[config.mk]
export PLATFORM = sky130hd
export DESIGN_NAME = fetch_stage
export DESIGN_NICKNAME = d
export VERILOG_FILES = /design/src/rtl/mips_pkg.sv /design/src/rtl/fetch_stage_if_id_reg.sv /design/src/rtl/fetch_stage.sv
export SDC_FILE = /design/constraint.sdc
export NUM_CORES = 1
export LEC_CHECK = 0
export CAP_MARGIN = 10
export CORE_UTILIZATION = 34
export CTS_CLUSTER_SIZE = 28
export DETAILED_ROUTE_END_ITERATION = 8
export PLACE_DENSITY = 0.68
export SYNTH_ARGS = -nofsm -noshare
export SYNTH_HDL_FRONTEND = slang
export SYNTH_SLANG_ARGS = --single-unit
[constraint.sdc]
create_clock -name clk -period 3.6 [get_ports clk]
set_input_delay 0.72 -clock clk [delete_from_list [all_inputs] [get_ports clk]]
set_output_delay 0.72 -clock clk [all_outputs]
set_load 0.02 [all_outputs]
[src/rtl/mips_pkg.sv]
// Shared types and constants for the instruction-fetch front end.
package mips_pkg;

  typedef enum logic [1:0] {
    REQ  = 2'd0,
    HOLD = 2'd1,
    DROP = 2'd2
  } fetch_state_t;

  localparam logic [31:0] NOP_INSTR        = 32'h0000_0000;
  localparam logic [31:0] PC_INC           = 32'd4;
  localparam logic [31:0] DEFAULT_RESET_PC = 32'h0000_0000;

endpackage

[src/rtl/fetch_stage_if_id_reg.sv]
// IF/ID pipeline register: reset/flush insert a bubble, load captures a new
// instruction, otherwise contents hold.
module if_id_reg
  import mips_pkg::*;
(
  input  logic        clk,
  input  logic        rst,
  input  logic        load_i,
  input  logic        flush_i,
  input  logic [31:0] pc_i,
  input  logic [31:0] instr_i,
  output logic [31:0] pc_o,
  output logic [31:0] instr_o,
  output logic        valid_o
);

  logic [31:0] pc_q;
  logic [31:0] instr_q;
  logic        valid_q;

  always_ff @(posedge clk) begin
    if (rst || flush_i) begin
      pc_q    <= 32'h0;
      instr_q <= NOP_INSTR;
      valid_q <= 1'b0;
    end else if (load_i) begin
      pc_q    <= pc_i;
      instr_q <= instr_i;
      valid_q <= 1'b1;
    end
  end

  assign pc_o    = pc_q;
  assign instr_o = instr_q;
  assign valid_o = valid_q;

endmodule

[src/rtl/fetch_stage.sv]
// Instruction fetch: PC/address registers, a one-word skid buffer for data
// returned under stall, and a stale-response filter after redirects.
module fetch_stage
  import mips_pkg::*;
#(
  parameter logic [31:0] RESET_PC = DEFAULT_RESET_PC
) (
  input  logic        clk,
  input  logic        rst,
  input  logic        stall,
  input  logic        redirect_valid,
  input  logic [31:0] redirect_pc,
  output logic        imem_req,
  output logic [31:0] imem_addr,
  input  logic        imem_ready,
  input  logic [31:0] imem_rdata,
  output logic [31:0] PC_out,
  output logic [31:0] instruction_out,
  output logic        valid_out
);

  fetch_state_t state_q, state_d;
  logic [31:0]  pc_q, pc_d;
  logic [31:0]  addr_q, addr_d;
  logic [31:0]  hold_q, hold_d;
  logic         load, flush;
  logic [31:0]  load_pc, load_instr;
  logic [31:0]  target;
  logic [31:0]  pc_next;

  assign target  = redirect_pc & ~32'h3;
  assign pc_next = pc_q + PC_INC;

  always_comb begin
    state_d    = state_q;
    pc_d       = pc_q;
    addr_d     = addr_q;
    hold_d     = hold_q;
    load       = 1'b0;
    flush      = 1'b0;
    load_pc    = pc_q;
    load_instr = imem_rdata;
    case (state_q)
      REQ: begin
        if (redirect_valid) begin
          flush = 1'b1;
          pc_d  = target;
          if (imem_ready) addr_d = target;
          else            state_d = DROP;
        end else if (imem_ready && !stall) begin
          load   = 1'b1;
          pc_d   = pc_next;
          addr_d = pc_next;
        end else if (imem_ready) begin
          hold_d  = imem_rdata;
          state_d = HOLD;
        end else if (!stall) begin
          flush = 1'b1;
        end
      end
      HOLD: begin
        if (redirect_valid) begin
          flush   = 1'b1;
          pc_d    = target;
          addr_d  = target;
          state_d = REQ;
        end else if (!stall) begin
          load       = 1'b1;
          load_instr = hold_q;
          pc_d       = pc_next;
          addr_d     = pc_next;
          state_d    = REQ;
        end
      end
      DROP: begin
        // The outstanding response belongs to a squashed path; never load it.
        if (redirect_valid) begin
          flush = 1'b1;
          pc_d  = target;
          if (imem_ready) begin
            addr_d  = target;
            state_d = REQ;
          end
        end else begin
          if (imem_ready) begin
            addr_d  = pc_q;
            state_d = REQ;
          end
          if (!stall) flush = 1'b1;
        end
      end
      default: state_d = REQ;
    endcase
  end

  always_ff @(posedge clk) begin
    if (rst) begin
      state_q <= REQ;
      pc_q    <= RESET_PC;
      addr_q  <= RESET_PC;
    end else begin
      state_q <= state_d;
      pc_q    <= pc_d;
      addr_q  <= addr_d;
    end
  end

  always_ff @(posedge clk) begin
    hold_q <= hold_d;
  end

  assign imem_req  = (state_q != HOLD);
  assign imem_addr = addr_q;

  if_id_reg u_if_id (
    .clk     (clk),
    .rst     (rst),
    .load_i  (load),
    .flush_i (flush),
    .pc_i    (load_pc),
    .instr_i (load_instr),
    .pc_o    (PC_out),
    .instr_o (instruction_out),
    .valid_o (valid_out)
  );

endmodule
# After elaboration in Yosys (flattened, before gate mapping)
# Cells that the tools add are included.
# totals
reg_bits	163
input_bits	69
wordCells	63
# classes
addsub	1
n_eq_ne	11
muxes	33
bitwise	2
reduce_logical	9
# ops
cell	count
32-bit 2-to-1 mux	12
32-bit case mux with 3 select lines	2
32-bit by 3-bit adder with 32-bit output, second input constant	1
3-bit inequality test, second input constant	6
2-bit 2-to-1 mux	7
4-bit AND reduction	3
1-bit 2-to-1 mux	9
2-bit case mux with 3 select lines	1
5-bit AND reduction	1
2-bit inequality test, second input constant	2
1-bit case mux with 3 select lines	1
3-bit nonzero test	1
2-bit by 1-bit equality test with 1-bit output, second input constant	1
2-bit equality test, second input constant	1
2-bit zero test	1
2-bit by 1-bit inequality test with 1-bit output, second input constant	1
1-bit inverter	2
1-bit case mux with 2 select lines	1
1-bit logical AND	1
1-bit zero test	1
1-bit logical OR	1

# Depth between registers and ports, before layout
# depth
ltp_word	6
mapped_depth	10
mapped_depth_nobuf	7

# By module
# Synthesis repeated with hierarchy kept, for this count alone.
# unflattened
cells_unflattened	949
hier_area_um2	8544.4
# modules_own_cells
module	n_inst	cells_each	area_per_inst_um2	seq_area_each_um2
fetch_stage	1	739	6204.7	2282.2
if_id_reg	1	210	2339.7	1301.2

# Worst setup path after synthesis
# Ideal clock, no wire load.
# synth_timing
kind	input -> register
startpoint	in imem_ready
endpoint	reg hold_q[0], enable pin
setup_time_ns	0.392
arrival_ns	2.234
setup_slack_ns	0.973
path_stages	4
path_buffers	3
path_cell_list	buf_2 buf_2 buf_2 and3_1
# synth_between
elab_chain_cells	3
# synth_rtl
item	line	text
start, declared	fetch_stage.sv:15	input logic imem_ready,
1-bit logical AND	fetch_stage.sv:50	end else if (imem_ready && !stall) begin
1-bit inverter (no line)	--	
4-bit AND reduction (no line) *	--	
end signal, assigned	fetch_stage.sv:109	hold_q <= hold_d;
end, declared	fetch_stage.sv:25	logic [31:0] hold_q, hold_d;
# Mark *: on every way between the ends. The rest lies on a longest branch, timed or not.
# A chain may end at the register's enable or synchronous reset.

# Final worst setup path
# layout_timing
startpoint	reg state_q[1]
endpoint	out imem_req
# layout_between
elab_chain_cells	1
# layout_rtl
item	line	text
start, declared	fetch_stage.sv:22	fetch_state_t state_q, state_d;
start signal, assigned	fetch_stage.sv:102	state_q <= state_d;
2-bit by 1-bit inequality test with 1-bit output	fetch_stage.sv:112	assign imem_req = (state_q != HOLD);
end, declared	fetch_stage.sv:13	output logic imem_req,
# Every way passes these cells.

==> flow_summary.toml <==
[outcome]
run_status = "completed"

[setup_path]
path_buf_inv = 4
crit_top_cell = "inv_1"
endpoint_kind = "output port"
cp_slowest_cell = "clkdlybuf4s50_1"
arrival_ns = 1.99
cp_max_fo = 13
crit_type = "reg -> out"
cp_slowest_stage_delay_ns = 0.59
start_kind = "flop"
crit_chain = "inv_1 > ha_1 > buf_4 > inv_1 > clkdlybuf4s50_1"
crit_family = "buffers and inverters"
cp_data_required_time_ns = 2.88

[global_routing]
grt_pass1_wl_mm = 47.3
grt.overflow.total = 0
grt_start_max_net_pins = 98
grt_usage_pct = 23.1
grt_pass1_vias = 8343
antenna_found_initial = 0

[detailed_routing]
via_per_inst = 5.88
routed-via-count = 8837
wl_mm = 30.5
drc = 0
dr.pass1.iters = 5
dr.first_iter.drc_count = 876
ant_nets = 0
wl_per_cell_um = 20.3

[cts]
cts_tree = "done"
cts_hold_buf = 0
cts_made_buffers = 17
root_buffer = "clkbuf_16"
cts_setup_buffers = 0
cts.path.max_buffers = 2
h-tree-depth = 4
cts.sinks = 163
postCtsResizedCells = 0
path_clk_slew_ns = 0.07
clock_latency_ns = 0.43

[placed_design]
gp_congestion = 0.945
placed_area_sq_mm = 0.0107
io_buffer_count = 164
hpwlAfterDp_mm = 20.9
place_ws_ns = 0.602
dp.cells = 1471

[synth]
syn_area_per_cell_sq_um = 8.50
async_flop_share_pct = 0
yosys_warnings = 0
yosys.cell_types.count = 75
synth-seq-area-share_pct = 40.9
synth_fp_nets = 1104
postSynthCellCount = 1030
synth_edf_count = 32
synthFlopType = "dfxtp_1"
syn_area_sq_mm = 0.00876
ys_ff_latch = 163

[timing]
timing.final.crit_share_pct = 75.2
slew_violations = 0
hold_ws_ns = 0.455
max_freq_mhz = 369
worstMarginPinSlew_ns = 1.01
setup_ws_ns = 0.893
hold_viol = 0
rsz0062_at_grt = "no"
relSlewSlack_pct = 32.3
period_needed_ns = 2.71
tns_ns = 0
setup_viol = 0
skew_ns = 0.00981

[flow_run]
cap_violations = 0

[floorplanning]
core_area_sq_mm = 0.0253
fp-row-count = 58
start_util_pct = 34.7
ios = 167
die_x_um = 162
die_h_um = 162
dieArea_sq_mm = 0.0264

[layout]
n_antenna_cell = 0
areaGrowthSynthToFinish_pct = 28.7
finalNonFillerCells = 1502
fill_cells = 2505
utilization_pct = 44.6
layout.nets = 1234
fin_area_sq_mm = 0.0113
drive_above_1_share_pct = 8.11

[worst_hold_path]
min_path_type = "reg -> reg"

[pwr]
peakVddDrop_mv = 0.263
powerDensity_mw_per_mm2 = 483
p_total_mw = 5.45
total_leakage_power_nw = 3.73
## power breakdown
part	switching [mW]	internal (mW)	total [mW]	leakage (nW)
Combinational	0.888	0.611	1.50	2.10
Clock	0.821	0.961	1.78	0.267
Sequential	0.168	2.00	2.17	1.36
Total	1.88	3.57	5.45	3.73
## registers in the layout, indices dropped and copies added, names as in the netlist
register	count
load_pc	32
state_q	2
u_if_id.pc_o	32
u_if_id.valid_o	1
hold_q	32
imem_addr	32
u_if_id.instr_o	32
## cells in the mapped netlist, types with 6 or more instances
cell type	n	area share, %
nand4_1	15	1.1
mux2i_1	47	5.4
inv_1	20	0.86
nand3_1	22	1.3
nor2b_1	9	0.64
o221ai_1	8	0.80
a21o_1	7	0.60
o21ai_0	45	2.6
o31ai_1	7	0.60
a32oi_1	8	0.80
and2_1	6	0.43
a31oi_1	11	0.79
and4_1	6	0.60
a32o_1	11	1.3
and3_1	11	0.79
a22oi_1	12	1.0
a211oi_1	48	4.1
nand2b_1	6	0.43
o211ai_1	6	0.51
clkbuf_1	47	2.0
dfxtp_1	131	30
nor2_1	93	4.0
buf_2	38	2.2
nor3_1	22	1.3
nor4_1	10	0.71
nand2_1	133	5.7
edfxtp_1	32	11
a21oi_1	82	4.7
xnor2_1	9	0.90
o32ai_1	12	1.2
o22ai_1	7	0.50
a221oi_1	13	1.3
## cell families after synthesis
group / after synthesis / synth area share, %
simple gates: 362 / 19.7
compound gates: 319 / 25.5
flops: 163 / 40.9
buf+inv: 117 / 5.94
mux: 52 / 6.02
xor+xnor: 12 / 1.20
fa+ha+maj: 5 / 0.714
## placed cells by master (no fill, tap or decap), types with 12 or more instances in the layout
master	synthesis	routed
o21ai_0	45	45
dfxtp_1	131	131
nor3_1	22	21
nand4_1	15	15
clkbuf_16	0	17
nand2_1	133	133
inv_1	20	20
a21oi_1	82	82
nor2_1	93	93
o32ai_1	12	12
a22oi_1	12	12
mux2i_1	47	47
a221oi_1	13	13
buf_4	5	40
nand3_1	22	22
clkdlybuf4s50_1	0	161
a211oi_1	48	48
edfxtp_1	32	32
## worst reg2reg max path: cells and delay by family, from the launching register on
family / cells / cell delay (ns)
AO/OA/AOI/OAI: 2 / 0.76
adder cells (fa/ha/maj): 1 / 0.45
buffers and inverters: 1 / 0.08
flip-flops: 1 / 0.38
AND/OR/NAND/NOR: 2 / 0.94
## routing by layer
metal | routed length, um | global-route usage, %
met5 | 0 | 0
met4 | 951 | 8.79
met3 | 3080 | 7.18
met2 | 13700 | 36.2
met1 | 12800 | 29.6
## final timing paths
path	start	to	slack, ns	cells after the start
worst max register to register	state_q[0]	load_pc[30]	0.91	6
worst max-delay path	state_q[1]	imem_req	0.89	5
worst min-delay path	u_if_id.pc_o[23]	u_if_id.pc_o[23]	0.46	2
worst min register to register	u_if_id.pc_o[23]	u_if_id.pc_o[23]	0.46	2
## final cells by class
class,instances,area (sq um),area share [%]
multi-input cells,750,4680,41.5
flip-flops and latches,163,3580,31.8
repair buffers,206,1970,17.4
clock buffers,18,429,3.81
well taps,330,413,3.66
clock inverters,13,123,1.09
inverters,22,82.6,0.732
Note: power is estimated with default switching activity, not from simulation.
